`src/rtl/pong_frame_engine_if.sv`:
```
// pong_frame_engine_if: frame engine control inputs and game-state outputs
interface pong_frame_engine_if #(parameter int XW = 10, YW = 9, SW = 4);
  logic frame_tick, p1_up, p1_down, p2_up, p2_down, start;
  logic [XW-1:0] ball_x;
  logic [YW-1:0] ball_y, p1_y, p2_y;
  logic [SW-1:0] score1, score2;
  logic [1:0] state, winner;
  logic goal;
  modport master(
    output frame_tick, p1_up, p1_down, p2_up, p2_down, start,
    input ball_x, ball_y, p1_y, p2_y, score1, score2, state, goal, winner
  );
  modport slave(
    input frame_tick, p1_up, p1_down, p2_up, p2_down, start,
    output ball_x, ball_y, p1_y, p2_y, score1, score2, state, goal, winner
  );
endinterface

```
`src/rtl/pong_frame_engine.sv`:
```
// pong_frame_engine: per-frame ball, paddle, score and match-state update for two-player pong
module pong_frame_engine #(
  parameter int WIDTH = 640, HEIGHT = 480, XW = 10, YW = 9,
  parameter int P1_X = 80, P2_X = 560, PAD_HW = 5, PAD_HH = 33,
  parameter int BALL_HW = 10, BALL_HH = 15, BALL_STEP = 2, PAD_STEP = 3,
  parameter int SERVE_FRAMES = 60, GOAL_FRAMES = 30, WIN_SCORE = 7, SW = 4
) (
  input logic clk,
  input logic reset,
  pong_frame_engine_if.slave bus
);
  localparam int NW = (XW > YW ? XW : YW) + 2;
  localparam int CW = $clog2((SERVE_FRAMES > GOAL_FRAMES ? SERVE_FRAMES : GOAL_FRAMES) + 1);
  typedef logic signed [NW-1:0] sn_t;
  typedef enum logic [1:0] {SERVE, PLAY, GOAL, OVER} state_t;
  // Edge tests are pre-folded so that x/y are compared directly against a limit
  localparam sn_t S_Z = '0;
  localparam sn_t S_BS = sn_t'(BALL_STEP);
  localparam sn_t S_PS = sn_t'(PAD_STEP);
  localparam sn_t S_PH = sn_t'(PAD_HH);
  localparam sn_t S_PMAX = sn_t'(HEIGHT - 1 - PAD_HH);
  localparam sn_t S_BHW = sn_t'(BALL_HW);
  localparam sn_t S_BHH = sn_t'(BALL_HH);
  localparam sn_t S_XMAX = sn_t'(WIDTH - 1 - BALL_HW);
  localparam sn_t S_YMAX = sn_t'(HEIGHT - 1 - BALL_HH);
  localparam sn_t S_P1L = sn_t'(P1_X + PAD_HW + BALL_HW);
  localparam sn_t S_P2L = sn_t'(P2_X - PAD_HW - BALL_HW);
  localparam sn_t S_HIT = sn_t'(PAD_HH + BALL_HH);
  localparam logic [XW-1:0] CX = XW'(WIDTH / 2);
  localparam logic [YW-1:0] CY = YW'(HEIGHT / 2);
  localparam logic [SW-1:0] WS = SW'(WIN_SCORE);
  state_t r_state, n_state;
  logic [XW-1:0] r_bx, n_bx;
  logic [YW-1:0] r_by, n_by, r_p1, n_p1, r_p2, n_p2;
  logic [SW-1:0] r_s1, n_s1, r_s2, n_s2;
  logic [CW-1:0] r_cnt, n_cnt;
  logic [1:0] r_win, n_win;
  logic r_dx, n_dx, r_dy, n_dy, r_goal, n_goal;
  sn_t w_x, w_y, w_nx, w_ny, w_d1, w_d2;
  logic w_hit1, w_hit2, w_last_serve, w_last_goal, w_over;
  function automatic logic [YW-1:0] pad_nxt(input logic [YW-1:0] y, input logic up, input logic dn);
    sn_t v;
    v = sn_t'(y) + (up && !dn ? -S_PS : dn && !up ? S_PS : S_Z);
    return v < S_PH ? YW'(S_PH) : v > S_PMAX ? YW'(S_PMAX) : YW'(v);
  endfunction
  assign w_x = sn_t'(r_bx);
  assign w_y = sn_t'(r_by);
  assign w_nx = r_dx ? w_x + S_BS : w_x - S_BS;
  assign w_ny = r_dy ? w_y + S_BS : w_y - S_BS;
  assign w_d1 = w_y - sn_t'(r_p1);
  assign w_d2 = w_y - sn_t'(r_p2);
  assign w_hit1 = !r_dx && w_x > S_P1L && w_nx <= S_P1L && w_d1 <= S_HIT && w_d1 >= -S_HIT;
  assign w_hit2 = r_dx && w_x < S_P2L && w_nx >= S_P2L && w_d2 <= S_HIT && w_d2 >= -S_HIT;
  assign w_last_serve = r_cnt == CW'(SERVE_FRAMES - 1);
  assign w_last_goal = r_cnt == CW'(GOAL_FRAMES - 1);
  assign w_over = r_s1 == WS || r_s2 == WS;
  always_comb begin
    n_state = r_state;
    n_bx = r_bx;
    n_by = r_by;
    n_p1 = r_p1;
    n_p2 = r_p2;
    n_s1 = r_s1;
    n_s2 = r_s2;
    n_cnt = r_cnt;
    n_win = r_win;
    n_dx = r_dx;
    n_dy = r_dy;
    n_goal = 1'b0;
    if (r_state == OVER) begin
      if (bus.start) begin
        n_s1 = '0;
        n_s2 = '0;
        n_win = 2'd0;
        n_dx = 1'b1;
        n_dy = 1'b1;
        n_bx = CX;
        n_by = CY;
        n_state = SERVE;
      end
    end else if (bus.frame_tick) begin
      n_p1 = pad_nxt(r_p1, bus.p1_up, bus.p1_down);
      n_p2 = pad_nxt(r_p2, bus.p2_up, bus.p2_down);
      if (r_state == SERVE) begin
        n_cnt = w_last_serve ? '0 : r_cnt + 1'b1;
        n_state = w_last_serve ? PLAY : SERVE;
      end else if (r_state == GOAL) begin
        n_cnt = w_last_goal ? '0 : r_cnt + 1'b1;
        if (w_last_goal) begin
          n_bx = CX;
          n_by = CY;
          n_state = w_over ? OVER : SERVE;
          n_win = !w_over ? 2'd0 : r_s1 == WS ? 2'd1 : 2'd2;
        end
      end else begin
        n_by = w_ny <= S_BHH ? YW'(S_BHH) : w_ny >= S_YMAX ? YW'(S_YMAX) : YW'(w_ny);
        n_dy = w_ny <= S_BHH ? 1'b1 : w_ny >= S_YMAX ? 1'b0 : r_dy;
        // A goal tick leaves x where it was; the ball freezes there through GOAL
        if (w_hit1) begin
          n_bx = XW'(S_P1L + 1);
          n_dx = 1'b1;
        end else if (w_hit2) begin
          n_bx = XW'(S_P2L - 1);
          n_dx = 1'b0;
        end else if (w_nx <= S_BHW) begin
          n_s2 = r_s2 == WS ? r_s2 : r_s2 + 1'b1;
          n_dx = 1'b1;
          n_goal = 1'b1;
          n_state = GOAL;
        end else if (w_nx >= S_XMAX) begin
          n_s1 = r_s1 == WS ? r_s1 : r_s1 + 1'b1;
          n_dx = 1'b0;
          n_goal = 1'b1;
          n_state = GOAL;
        end else begin
          n_bx = XW'(w_nx);
        end
      end
    end
  end
  always_ff @(posedge clk or negedge reset)
    if (!reset) begin
      r_state <= SERVE;
      r_bx <= CX;
      r_by <= CY;
      r_p1 <= CY;
      r_p2 <= CY;
      r_s1 <= '0;
      r_s2 <= '0;
      r_cnt <= '0;
      r_win <= 2'd0;
      r_dx <= 1'b1;
      r_dy <= 1'b1;
      r_goal <= 1'b0;
    end else begin
      r_state <= n_state;
      r_bx <= n_bx;
      r_by <= n_by;
      r_p1 <= n_p1;
      r_p2 <= n_p2;
      r_s1 <= n_s1;
      r_s2 <= n_s2;
      r_cnt <= n_cnt;
      r_win <= n_win;
      r_dx <= n_dx;
      r_dy <= n_dy;
      r_goal <= n_goal;
    end
  assign bus.ball_x = r_bx;
  assign bus.ball_y = r_by;
  assign bus.p1_y = r_p1;
  assign bus.p2_y = r_p2;
  assign bus.score1 = r_s1;
  assign bus.score2 = r_s2;
  assign bus.state = r_state;
  assign bus.goal = r_goal;
  assign bus.winner = r_win;
endmodule

```
`src/flat_wrapper.sv`:
```
// flat-port wrapper written by rule: the top's interface ports become plain ports
module pong_frame_engine_flat 
#(
  parameter int WIDTH = 640, HEIGHT = 480, XW = 10, YW = 9,
  parameter int P1_X = 80, P2_X = 560, PAD_HW = 5, PAD_HH = 33,
  parameter int BALL_HW = 10, BALL_HH = 15, BALL_STEP = 2, PAD_STEP = 3,
  parameter int SERVE_FRAMES = 60, GOAL_FRAMES = 30, WIN_SCORE = 7, SW = 4
)
  (clk, reset, bus_frame_tick, bus_p1_up, bus_p1_down, bus_p2_up, bus_p2_down, bus_start, bus_ball_x, bus_ball_y, bus_p1_y, bus_p2_y, bus_score1, bus_score2, bus_state, bus_goal, bus_winner);
  pong_frame_engine_if #(.XW(XW), .YW(YW), .SW(SW)) bus_i ();
  input logic clk;
  input logic reset;
  input wire logic [$bits(bus_i.frame_tick)-1:0] bus_frame_tick;
  input wire logic [$bits(bus_i.p1_up)-1:0] bus_p1_up;
  input wire logic [$bits(bus_i.p1_down)-1:0] bus_p1_down;
  input wire logic [$bits(bus_i.p2_up)-1:0] bus_p2_up;
  input wire logic [$bits(bus_i.p2_down)-1:0] bus_p2_down;
  input wire logic [$bits(bus_i.start)-1:0] bus_start;
  output wire logic [$bits(bus_i.ball_x)-1:0] bus_ball_x;
  output wire logic [$bits(bus_i.ball_y)-1:0] bus_ball_y;
  output wire logic [$bits(bus_i.p1_y)-1:0] bus_p1_y;
  output wire logic [$bits(bus_i.p2_y)-1:0] bus_p2_y;
  output wire logic [$bits(bus_i.score1)-1:0] bus_score1;
  output wire logic [$bits(bus_i.score2)-1:0] bus_score2;
  output wire logic [$bits(bus_i.state)-1:0] bus_state;
  output wire logic [$bits(bus_i.goal)-1:0] bus_goal;
  output wire logic [$bits(bus_i.winner)-1:0] bus_winner;
  assign bus_i.frame_tick = bus_frame_tick;
  assign bus_i.p1_up = bus_p1_up;
  assign bus_i.p1_down = bus_p1_down;
  assign bus_i.p2_up = bus_p2_up;
  assign bus_i.p2_down = bus_p2_down;
  assign bus_i.start = bus_start;
  assign bus_ball_x = bus_i.ball_x;
  assign bus_ball_y = bus_i.ball_y;
  assign bus_p1_y = bus_i.p1_y;
  assign bus_p2_y = bus_i.p2_y;
  assign bus_score1 = bus_i.score1;
  assign bus_score2 = bus_i.score2;
  assign bus_state = bus_i.state;
  assign bus_goal = bus_i.goal;
  assign bus_winner = bus_i.winner;
  pong_frame_engine #(.WIDTH(WIDTH), .HEIGHT(HEIGHT), .XW(XW), .YW(YW), .P1_X(P1_X), .P2_X(P2_X), .PAD_HW(PAD_HW), .PAD_HH(PAD_HH), .BALL_HW(BALL_HW), .BALL_HH(BALL_HH), .BALL_STEP(BALL_STEP), .PAD_STEP(PAD_STEP), .SERVE_FRAMES(SERVE_FRAMES), .GOAL_FRAMES(GOAL_FRAMES), .WIN_SCORE(WIN_SCORE), .SW(SW)) u_core (.clk(clk), .reset(reset), .bus(bus_i));
endmodule
```
`config.mk`:
```
export PLATFORM = sky130hd
export DESIGN_NAME = pong_frame_engine_flat
export DESIGN_NICKNAME = d
export VERILOG_FILES = /design/src/rtl/pong_frame_engine_if.sv /design/src/rtl/pong_frame_engine.sv /design/src/flat_wrapper.sv
export SDC_FILE = /design/constraint.sdc
export NUM_CORES = 1
export LEC_CHECK = 0
export ABC_AREA = 1
export CORE_MARGIN = 1.5
export CORE_UTILIZATION = 52
export CTS_CLUSTER_SIZE = 30
export DETAILED_ROUTE_END_ITERATION = 8
export HOLD_SLACK_MARGIN = 0.05
export PLACE_DENSITY = 0.77
export SYNTH_ARGS = -nofsm -noshare
export SYNTH_HDL_FRONTEND = slang
export SYNTH_SLANG_ARGS = --single-unit
```
`constraint.sdc`:
```
create_clock -name clk -period 2.2 [get_ports clk]
set_input_delay 0.44 -clock clk [delete_from_list [all_inputs] [get_ports clk]]
set_output_delay 0.44 -clock clk [all_outputs]
set_load 0.01 [all_outputs]
```
==> results of run 1 <==
==> sequential cells by signal (all words and copies together), names as in the netlist <==
signal             flops
u_core.r_dy            1
u_core.bus.score2      4
u_core.bus.state       2
u_core.r_cnt           6
u_core.bus.score1      4
u_core.bus.ball_y      9
u_core.bus.winner      2
u_core.bus.p1_y        9
u_core.bus.goal        1
u_core.bus.ball_x      9
u_core.bus.p2_y        9
u_core.r_dx            1
==> synthesized netlist by cell type (all sizes together) <==
cell    number  area (sq um)
buf         12           115
nand2      323          1250
o31ai        3          22.5
o21ai       38           201
clkbuf       2          8.75
nand4       23           150
ha          50           626
dfrtp       41          1030
nor3        14          80.1
o211ai       3          22.5
inv        169           637
o22ai        1          6.26
dfstp       16           420
o21a         2          15.0
and3         1          6.26
xor2        19           174
fa           4          80.1
xnor2        8          70.1
o21bai       4          30.0
nand3b       7          52.6
a22oi        1          7.51
clkinv       1          3.75
nand3       94           505
a21oi       31           163
nor2        95           390
a31oi        4          25.0
a211oi       1          7.51
nor3b        1          7.51
conb         1          3.75
==> metal layers <==
layer  up-vias  global-route usage [%]  part of all wire [%]
li1       3561                       -                     -
met1      3754                    37.0                    36
met5         -                       0                     0
met3       213                    4.84                   9.3
met2       621                    55.3                    47
met4         0                    12.5                   7.5
==> power by group through the flow <==
stage                     logic [mW]  clock network [mW]  registers, mW
after floorplan                 6.02                   0           2.27
after global placement          9.86                   0           2.19
after detailed placement        10.1                   0           2.20
after CTS                       11.1                1.56           2.19
after global routing            14.7                1.65           2.31
final                           13.8                1.59           2.28
==> per-stage QoR <==
stage	hold slack [ns]	util, %	setup TNS [ns]	area [sq um]
3_5_place_dp	0.439	70.5	-21.70	8050
3_3_place_gp	0.431	70.5	-20.03	8050
4_1_cts	0.0829	76.6	-4.64	8750
2_1_floorplan	0.144	-	-4.02	6290
5_1_grt	0.0985	83.5	-21.19	9540
6_report	0.0545	83.5	-16.71	9540
==> what timing repair did <==
action / 4_1_cts / 5_1_grt
gates cloned: 3 / 1
pin swaps: 46 / 51
setup endpoints to repair: 43 / 49
resized for setup: 82 / 153
setup buffers: 16 / 25
==> kinds of logic (layout without fill, tap and decap cells) <==
group	count (synthesis)	count (layout)	share of synthesized area, %
compound gates	88	88	8.20
simple gates	558	562	40.0
buf+inv	184	432	12.5
xor+xnor	27	27	4.00
flops	57	57	23.7
other cells	1	1	0.0614
fa+ha+maj	54	54	11.6
==> worst paths after layout <==
kind                                             startpoint  slack [ns]  depth (start not counted)                          endpoint
hold reg to reg            u_core.bus.winner[0]$_DFFE_PN0P_        0.54                          2  u_core.bus.winner[0]$_DFFE_PN0P_
max in group asynchronous                             reset        1.39                          2    u_core.bus.p1_y[7]$_DFFE_PN1P_
setup reg to reg             u_core.bus.p2_y[2]$_DFFE_PN0P_       -0.52                         17  u_core.bus.ball_x[7]$_DFFE_PN0P_
min in group clk           u_core.bus.winner[0]$_DFFE_PN0P_        0.54                          2  u_core.bus.winner[0]$_DFFE_PN0P_
hold / removal                                        reset        0.05                          1  u_core.bus.ball_x[7]$_DFFE_PN0P_
setup / recovery             u_core.bus.p2_y[2]$_DFFE_PN0P_       -0.52                         17  u_core.bus.ball_x[7]$_DFFE_PN0P_
==> final cells by class <==
class | instances | area (sq um)
Multi-Input combinational cell | 732 | 4840
Timing Repair Buffer | 246 | 2070
Fill cell | 628 | 1880
Sequential cell | 57 | 1450
Inverter | 170 | 661
Clock buffer | 9 | 225
Tap cell | 143 | 179
Clock inverter | 7 | 101
==> impl_metrics.csv, run 1 <==
group,metric,value,unit
critical_path,crit_chain,"inv_1 -> ha_4 -> nand2_1 -> nand2_1 -> inv_1 -> nand2_1 -> nand2_1 -> nand2_1 -> nand2_1 -> nand2_1 -> a21oi_2 -> inv_1 -> nand2_2 -> nand3_4 -> nand3_4 -> nand2_8 -> o21ai_2",
floorplan,pin_count,58,
drt,num_vias,8149,
critical_path,endpoint_kind,"flip-flop",
cts,clk-insertion-delay-late,0.35,ns
critical_path,cp_max_fo,8,
floorplan,die_y,111,um
timing,rsz0062_at_grt,"yes",
critical_path,crit_top_cell,"nand2_1",
yosys,synth_seq_area_share,23.7,%
placed_design,place_inst,1303,
cts,cts_made_buffers,9,
placed_design,post-place-ws,-1.08,ns
run,maxCapViolCount,0,
power,p_comb_share,78.2,%
cells_and_area,final_nets,1278,
timing,fin_crit_sh,123,%
yosys,avgSynthCellArea,6.30,sq um
timing,final_hold_viol_count,0,
cts,cts_hold_buf,0,
placed_design,hpwlAfterDp,13100,um
cts,tritoncts,"done",
min_path,min_path_type,"input pin to asynchronous set/reset pin",
timing,worst_slew_margin_rel,65.6,%
yosys,syn_nets,1031,
power,ir_drop,1.08,mV
timing,setup_ws,-0.516,ns
cells_and_area,stdcell_count,1364,
grt,antenna_found_initial,0,
placed_design,gp_congestion,0.911,
power,p_clk_share,9.0,%
critical_path,slowest_delay,0.43,ns
drt,postRouteAntennaNets,0,
drt,routed_wl,25600,um
timing,fin_crit,2.72,ns
timing,setup-violations-final,47,
yosys,syn_inst,969,
timing,tightest_slew,0.516,ns
cts,clock-sinks,57,
grt,grt_pass1_vias,7070,
power,leakagePower,4.97,nW
critical_path,cp-start-kind,"flip-flop",
timing,fmax,368,MHz
power,swShare,51.5,%
floorplan,core,11400,sq um
cts,htree_levels,3,
critical_path,path_buf_inv,3,
floorplan,dieArea,12400,sq um
status,status,"finished with violations",
critical_path,critical_path.top_delay_family,"simple AND/OR/NAND/NOR gates",
status,violations,"negative setup slack",
grt,track_usage,30.9,%
cts,clk_path_buf_depth,2,
drt,drt-vias-per-instance,5.97,
drt,drc,0,
placed_design,port_buffers,56,
timing,skew,0.00911,ns
drt,wl_per_cell,18.7,um
critical_path,slowest_stage,"dfrtp_1",
cells_and_area,layout_common_cells,"246 x nand2_1, 173 x buf_4, 137 x inv_1",
timing,slew_violations,0,
yosys,netlist_area,6110,sq um
floorplan,die_x,111,um
cts,clkTransAtPathRegs,0.06,ns
grt,grt_max_degree,22,
power,p_int,8.59,mW
cells_and_area,area_growth,56.1,%
yosys,ys_ff_latch,57,
cells_and_area,insertedDiodeCount,0,
power,power_frac_seq,12.9,%
cts,root_buffer,"clkbuf_16",
power,netSwitchingPower,9.11,mW
grt,grt_pass1_wl,31600,um
yosys,synth_cell_type_count,46,
cells_and_area,final_common_cell,"nand2_1",
grt,gr-total-overflow,0,
drt,first_iter_violations,978,
floorplan,rows,39,
power,total_power,17.7,mW
critical_path,required,2.47,ns
floorplan,start_util,53.5,%
critical_path,cp_data_arrival_time,2.99,ns
cells_and_area,drive_gt1_share,38.2,%
drt,drt_first_pass_iters,9,
critical_path,worst-setup-path-type,"flip-flop to flip-flop",
yosys,yosysWarnings,0,
power,powerDensity,1860,nW/um^2
No activity file was read; power rests on OpenSTA's default activity.
==> run 2: changes to the inputs <==
--- a/config.mk
+++ b/config.mk
@@ -8,6 +8,7 @@
 export ABC_AREA = 1
 export CORE_MARGIN = 1.5
 export CORE_UTILIZATION = 52
+export CTS_BUF_LIST = sky130_fd_sc_hd__clkbuf_8
 export CTS_CLUSTER_SIZE = 30
 export DETAILED_ROUTE_END_ITERATION = 8
 export HOLD_SLACK_MARGIN = 0.05
==> impl_metrics.csv, run 2 (same netlist as run 1, synthesis figures left out) <==
group,metric,value,unit
status,status,"finished with violations",
status,violations,"negative setup slack",
drt,first_iter_violations,1077,
drt,drt-vias-per-instance,6.03,
grt,gr-total-overflow,0,
min_path,min_path_type,"flip-flop to flip-flop",
cells_and_area,insertedDiodeCount,0,
timing,skew,0.0142,ns
grt,grt_max_degree,22,
critical_path,crit_chain,"ha_4 -> nand2_1 -> inv_1 -> nand4_1 -> nand3_1 -> nand2_1 -> nand2_2 -> nor2_1 -> nand3b_1 -> nand2_2 -> nand3_4 -> nand3_4 -> nand2_4 -> nand2_2 -> nand2_1",
cells_and_area,drive_gt1_share,39.5,%
power,total_power,17.7,mW
critical_path,slowest_delay,0.66,ns
timing,fmax,377,MHz
cells_and_area,layout_common_cells,"251 x nand2_1, 171 x buf_4, 133 x inv_1",
critical_path,endpoint_kind,"flip-flop",
critical_path,cp_data_arrival_time,2.93,ns
min_path,holdPathStages,2,
cts,tritoncts,"done",
critical_path,path_buf_inv,1,
drt,postRouteAntennaNets,0,
critical_path,required,2.47,ns
cells_and_area,stdcell_count,1368,
placed_design,gp_congestion,0.911,
drt,num_vias,8243,
critical_path,critical_path.top_delay_family,"simple AND/OR/NAND/NOR gates",
timing,slew_violations,0,
timing,final_hold_viol_count,0,
placed_design,place_inst,1303,
timing,setup_ws,-0.453,ns
floorplan,dieArea,12400,sq um
power,leakagePower,4.94,nW
cells_and_area,fin_area,9590,sq um
timing,fin_crit,2.65,ns
cells_and_area,final_common_cell,"nand2_1",
drt,wl_per_cell,18.8,um
cts,clk_path_buf_depth,2,
critical_path,rr_worst_depth,15,
critical_path,cp_max_fo,5,
floorplan,core,11400,sq um
power,ir_drop,1.01,mV
cts,cts_made_buffers,9,
timing,holdWs,0.550,ns
grt,grt_pass1_vias,7003,
floorplan,die_y,111,um
power,powerDensity,1850,nW/um^2
run,maxCapViolCount,0,
timing,tightest_slew,0.536,ns
timing,worst_slew_margin_rel,64.2,%
timing,setup-violations-final,50,
grt,antenna_found_initial,0,
placed_design,port_buffers,56,
drt,drt_first_pass_iters,6,
timing,rsz0062_at_grt,"yes",
placed_design,placed_cell_area,8050,sq um
drt,routed_wl,25800,um
grt,grt_pass1_wl,31000,um
floorplan,start_util,53.5,%
cells_and_area,area_growth,57.1,%
drt,drc,0,
cts,clock-sinks,57,
timing,fin_crit_sh,121,%
critical_path,slowest_stage,"dfstp_2",
placed_design,hpwlAfterDp,13100,um
critical_path,worst-setup-path-type,"flip-flop to flip-flop",
cells_and_area,final_nets,1282,
cts,clk-insertion-delay-late,0.38,ns
floorplan,rows,39,
critical_path,cp_num_cells,15,
floorplan,pin_count,58,
critical_path,cp-start-kind,"flip-flop",
floorplan,die_x,111,um
cts,clkTransAtPathRegs,0.08,ns
cts,htree_levels,3,
cts,root_buffer,"clkbuf_8",
grt,track_usage,30.2,%
## run 2: changes by cell type in the layout (fill, tap and decap cells not counted), sizes merged
cell	delta
buf	+4
clkdlybuf4s50	-1
dlygate4sd3	+1
## run 2: final cells by class
type	count	area, sq um
multi-input combinational	732	4950
fill	586	1820
clock buffer	9	124
tap	143	179
timing repair buffer	250	2130
sequential	57	1450
inverter	170	661
clock inverter	7	101
## run 2: worst reg2reg max path, delay by kind of cell, from the launching register on
family                     cells  cell delay, ns
and+or+nand+nor               13            1.55
DFF                            1            0.66
adders and majority gates      1            0.26
buffers and inverters          1            0.09
## run 2: through the flow
step	setup WS [ns]	TNS (ns)	util [%]
6_report	-0.453	-16.08	84.0
3_3_place_gp	-0.983	-20.03	70.5
4_1_cts	-0.169	-3.91	76.4
2_1_floorplan	-0.258	-4.02	-
5_1_grt	-0.518	-21.17	84.0
3_5_place_dp	-1.08	-21.70	70.5
## run 2: per-layer routing
layer	vias to the layer above	global-route usage [%]	routed length, um	share of wire (%)
met1	3800	37.1	9230	36
li1	3577	-	-	-
met2	639	53.2	12400	48
met5	-	0	0	0
met3	227	4.68	2370	9.2
met4	0	12.2	1800	7.0
## run 2: timing repair
action	CTS	global route
hold buffers	1	0
gates resized for setup	93	162
setup endpoints to repair	43	49
hold endpoints to repair	12	0
gates cloned	3	1
pin swaps	50	63
setup buffers	19	26
## run 2: worst paths after layout
| path | from | endpoint | slack [ns] |
|---|---|---|---|
| worst max-delay path | u_core.bus.ball_y[5]$_DFFE_PN1P_ | u_core.bus.ball_x[5]$_DFFE_PN0P_ | -0.45 |
| worst min-delay path | u_core.bus.winner[0]$_DFFE_PN0P_ | u_core.bus.winner[0]$_DFFE_PN0P_ | 0.55 |
| worst max register to register | u_core.bus.ball_y[5]$_DFFE_PN1P_ | u_core.bus.ball_x[5]$_DFFE_PN0P_ | -0.45 |
| worst min register to register | u_core.bus.winner[0]$_DFFE_PN0P_ | u_core.bus.winner[0]$_DFFE_PN0P_ | 0.55 |
| max in group asynchronous | reset | u_core.bus.ball_y[4]$_DFFE_PN1P_ | 0.87 |
| min in group asynchronous | reset | u_core.bus.ball_x[7]$_DFFE_PN0P_ | 0.57 |
## run 2: power by group
group / internal (mW) / total [mW] / switching [mW] / leakage, nW
registers: 1.61 / 2.28 / 0.671 / 0.682
logic: 6.22 / 14.2 / 8.03 / 4.15
clock network: 0.647 / 1.20 / 0.549 / 0.106
==> run 3: changes to the inputs <==
--- a/config.mk
+++ b/config.mk
@@ -6,13 +6,14 @@
 export NUM_CORES = 1
 export LEC_CHECK = 0
 export ABC_AREA = 1
+export CELL_PAD_IN_SITES_DETAIL_PLACEMENT = 1
+export CELL_PAD_IN_SITES_GLOBAL_PLACEMENT = 1
 export CORE_MARGIN = 1.5
-export CORE_UTILIZATION = 52
-export CTS_BUF_LIST = sky130_fd_sc_hd__clkbuf_8
+export CORE_UTILIZATION = 38
 export CTS_CLUSTER_SIZE = 30
 export DETAILED_ROUTE_END_ITERATION = 8
 export HOLD_SLACK_MARGIN = 0.05
-export PLACE_DENSITY = 0.77
+export PLACE_DENSITY = 0.8
 export SYNTH_ARGS = -nofsm -noshare
 export SYNTH_HDL_FRONTEND = slang
 export SYNTH_SLANG_ARGS = --single-unit
==> impl_metrics.csv, run 3 <==
group,metric,value,unit
grt,grt_max_degree,38,
yosys,syn_inst,969,
timing,worstEndpointType,"register data pin",
status,lastStage,"global routing (5_1_grt)",
yosys,synth_cell_type_count,46,
yosys,synthTopCellsByArea,"nand2_1 19%, dfrtp_1 17%, ha_1 10%",
status,firstError,"[ERROR DPL-0033] detailed placement checks failed during check placement.",
yosys,syn_nets,1031,
placed_design,gp_congestion,0.840,
yosys,ys_ff_latch,57,
yosys,synth_flop_cell,"dfrtp_1",
grt,antenna_found_initial,4,
floorplan,start_util,38.7,%
cts,htree_levels,3,
yosys,synth_edf_count,0,
cts,clk_path_buf_depth,2,
yosys,yosysTopAreaCell,"nand2_1",
cts,cts_made_buffers,9,
cts,cts_hold_buf,0,
cts,clock-sinks,57,
yosys,avgSynthCellArea,6.30,sq um
status,status,"stopped before the end",
yosys,synth_seq_area_share,23.7,%
timing,crit_endpoint,"u_core.bus.score1[1]$_DFFE_PN0P_/D",
placed_design,post-place-ws,-1.25,ns
placed_design,placed_cell_area,8420,sq um
placed_design,hpwlAfterDp,17800,um
placed_design,port_buffers,56,
floorplan,die_y,130,um
yosys,yosysWarnings,0,
yosys,async_reset_ff_share,100,%
floorplan,pin_count,58,
yosys,synth_top_area_share,19.2,%
floorplan,die_x,130,um
yosys,synthTopCellsByCount,"312 x nand2_1, 162 x inv_1, 89 x nor2_1, 87 x nand3_1, 50 x ha_1",
cts,root_buffer,"clkbuf_16",
yosys,netlist_area,6110,sq um
yosys,synth.most_common_cell,"nand2_1",
floorplan,rows,46,
[run 3: cells by family after synthesis]
family | after synthesis | share of synthesized area [%]
and+or+nand+nor | 558 | 40.0
buffers and inverters | 184 | 12.5
AOI/OAI and AO/OA | 88 | 8.20
DFF | 57 | 23.7
adders and majority gates | 54 | 11.6
xor gates and xnor gates | 27 | 4.00
other | 1 | 0.0614
[run 3: metrics by stage]
step                utilization, %  instances  hold WS, ns
floorplan                        -        969        0.144
global placement              53.4       1412        0.456
detailed placement            53.4       1412        0.460
CTS                           60.6       1457       0.0847
[run 3: repair_timing]
action | 4_1_cts
resized for setup | 184
endpoints found under the setup margin | 49
setup buffers | 25
pin swaps | 75
cloned | 4
==> run 4: changes to the inputs <==
==> config.mk (replaced) <==
export PLATFORM = sky130hd
export DESIGN_NAME = pong_frame_engine_flat
export DESIGN_NICKNAME = d
export VERILOG_FILES = /design/src/rtl/pong_frame_engine_if.sv /design/src/rtl/pong_frame_engine.sv /design/src/flat_wrapper.sv
export SDC_FILE = /design/constraint.sdc
export NUM_CORES = 1
export LEC_CHECK = 0
export ABC_AREA = 1
export CORE_MARGIN = 1.5
export CORE_UTILIZATION = 37
export DETAILED_ROUTE_END_ITERATION = 8
export PLACE_DENSITY_LB_ADDON = 0.15
export SYNTH_ARGS = -nofsm -noshare
export SYNTH_HDL_FRONTEND = slang
export SYNTH_SLANG_ARGS = --single-unit
==> constraint.sdc (replaced) <==
create_clock -name clk -period 2.9 [get_ports clk]
set_input_delay 0.58 -clock clk [delete_from_list [all_inputs] [get_ports clk]]
set_output_delay 0.58 -clock clk [all_outputs]
set_load 0.01 [all_outputs]
==> impl_metrics.csv, run 4 (same netlist as run 1, synthesis figures left out) <==
group,metric,value,unit
cts,clk-insertion-delay-late,0.34,ns
critical_path,endpoint_kind,"flip-flop",
floorplan,core,16000,sq um
critical_path,worst-setup-path-type,"input pin to flip-flop",
drt,drt-vias-per-instance,4.76,
grt,grt_pass1_vias,5960,
cts,clkTransAtPathRegs,0.06,ns
power,ir_drop,0.387,mV
cells_and_area,layout_common_cells,"307 x nand2_1, 157 x inv_1, 84 x nor2_1",
cts,clk_path_buf_depth,2,
drt,routed_wl,16400,um
timing,holdWs,0.306,ns
floorplan,rows,46,
timing,worst_slew_margin_rel,50.3,%
grt,gr-total-overflow,0,
critical_path,r2r_setup_slack,0.32,ns
grt,track_usage,19.6,%
placed_design,port_buffers,56,
cts,tritoncts,"done",
timing,slew_violations,0,
drt,drc,0,
critical_path,cp-start-kind,"input pin",
cells_and_area,final_nets,1157,
cells_and_area,fillers,1676,
power,powerDensity,1230,nW/um^2
critical_path,crit_start,"bus_p1_down",
critical_path,endpoint,"u_core.bus.p1_y[1]$_DFFE_PN0P_",
timing,setup-violations-final,0,
drt,num_vias,6264,
cells_and_area,area_growth,28.6,%
floorplan,start_util,38.2,%
timing,fmax,368,MHz
critical_path,worstReg2RegStart,"u_core.bus.p2_y[5]$_DFFE_PN1P_",
timing,rsz0062_at_grt,"no",
timing,skew,0.00631,ns
grt,antenna_found_initial,0,
drt,drt_first_pass_iters,5,
floorplan,die_x,131,um
drt,wl_per_cell,12.5,um
timing,tightest_slew,0.746,ns
drt,first_iter_violations,370,
cts,root_buffer,"clkbuf_16",
drt,postRouteAntennaNets,0,
min_path,min_path_type,"input pin to asynchronous set/reset pin",
grt,grt_max_degree,30,
timing,fin_crit,2.72,ns
cells_and_area,drive_gt1_share,16.6,%
placed_design,gp_congestion,0.861,
timing,final_hold_viol_count,0,
critical_path,rr_worst_depth,15,
placed_design,hpwlAfterDp,12700,um
placed_design,placed_cell_area,7330,sq um
timing,fin_crit_sh,93.8,%
run,maxCapViolCount,0,
critical_path,cp_data_arrival_time,2.95,ns
power,leakagePower,4.25,nW
cells_and_area,fin_area,7850,sq um
grt,grt_pass1_wl,27900,um
floorplan,dieArea,17300,sq um
cts,cts_made_buffers,9,
critical_path,cp_max_fo,5,
cells_and_area,final_common_cell,"nand2_1",
cts,htree_levels,3,
cells_and_area,insertedDiodeCount,0,
critical_path,r2r-end,"u_core.bus.score1[1]$_DFFE_PN0P_",
status,status,"completed",
critical_path,required,3.13,ns
cts,clock-sinks,57,
floorplan,die_y,131,um
floorplan,pin_count,58,
==> run 4: per-stage QoR <==
step / setup TNS, ns / std cells / utilization, % / power (mW) / setup slack [ns]
finish: 0 / 1316 / 49.1 / 9.64 / 0.180
global route: 0 / 1316 / 49.1 / 10.7 / 0.000422
CTS: 0 / 1314 / 48.6 / 9.59 / 0.00379
detailed placement: -10.75 / 1295 / 45.8 / 8.28 / -0.643
global placement: -10.09 / 1295 / 45.8 / 8.24 / -0.612
floorplan: 0 / 969 / - / 6.08 / 0.130
==> run 4: worst min path at each step <==
stage	start	endpoint	slack [ns]	cells past startpoint
6_report	reset	u_core.bus.ball_x[5]$_DFFE_PN0P_	0.31	1
5_1_grt	reset	u_core.bus.ball_x[1]$_DFFE_PN0P_	0.36	1
4_1_cts	reset	u_core.bus.ball_x[1]$_DFFE_PN0P_	0.32	1
3_5_place_dp	u_core.bus.p2_y[7]$_DFFE_PN1P_	u_core.bus.p2_y[7]$_DFFE_PN1P_	0.49	2
3_3_place_gp	u_core.bus.p2_y[7]$_DFFE_PN1P_	u_core.bus.p2_y[7]$_DFFE_PN1P_	0.49	2
2_1_floorplan	reset	u_core.bus.ball_x[1]$_DFFE_PN0P_	0.28	0
==> run 4: layout make-up <==
cell class | instances | area, sq um | share of cell area, %
Tap cell | 216 | 270 | 3.44
Clock inverter | 4 | 51.3 | 0.653
Multi-Input combinational cell | 729 | 4090 | 52.0
Sequential cell | 57 | 1450 | 18.4
Timing Repair Buffer | 128 | 1100 | 14.0
Clock buffer | 12 | 256 | 3.27
Inverter | 170 | 641 | 8.16
==> run 4: power by group <==
group / leakage (nW) / total (mW) / switching [mW] / internal [mW]
clock network: 0.149 / 1.10 / 0.393 / 0.711
registers: 0.688 / 1.76 / 0.543 / 1.22
logic: 3.41 / 6.77 / 3.84 / 2.93
total: 4.25 / 9.64 / 4.77 / 4.87
==> run 4: critical path, stage by stage <==
cell and delay [ns]:
clkbuf_2 0.09, inv_1 0.04, ha_1 0.26, inv_1 0.06
ha_2 0.18, inv_2 0.05, fa_2 0.37, inv_2 0.08
nand3_2 0.06, nand2_2 0.10, nand3_2 0.09, nand2_4 0.11
a21oi_4 0.05, o21ai_1 0.14, nand2_1 0.10, inv_2 0.07
nand3b_1 0.17, nand3_4 0.17, nand2_1 0.06, nand2_1 0.07
nand2_1 0.05
==> run 4: routing by layer <==
metal | GRT usage (%) | routed length (um)
met1 | 26.0 | 8040
met4 | 6.17 | 229
met2 | 33.3 | 7710
met3 | 2.28 | 448
met5 | 0 | 0
==> run 4: what timing repair did <==
item	CTS	global route
gates cloned	1	0
setup endpoints to repair	18	20
hold buffers	0	0
pin swaps	15	13
resized for setup	31	24
buffers inserted	2	2
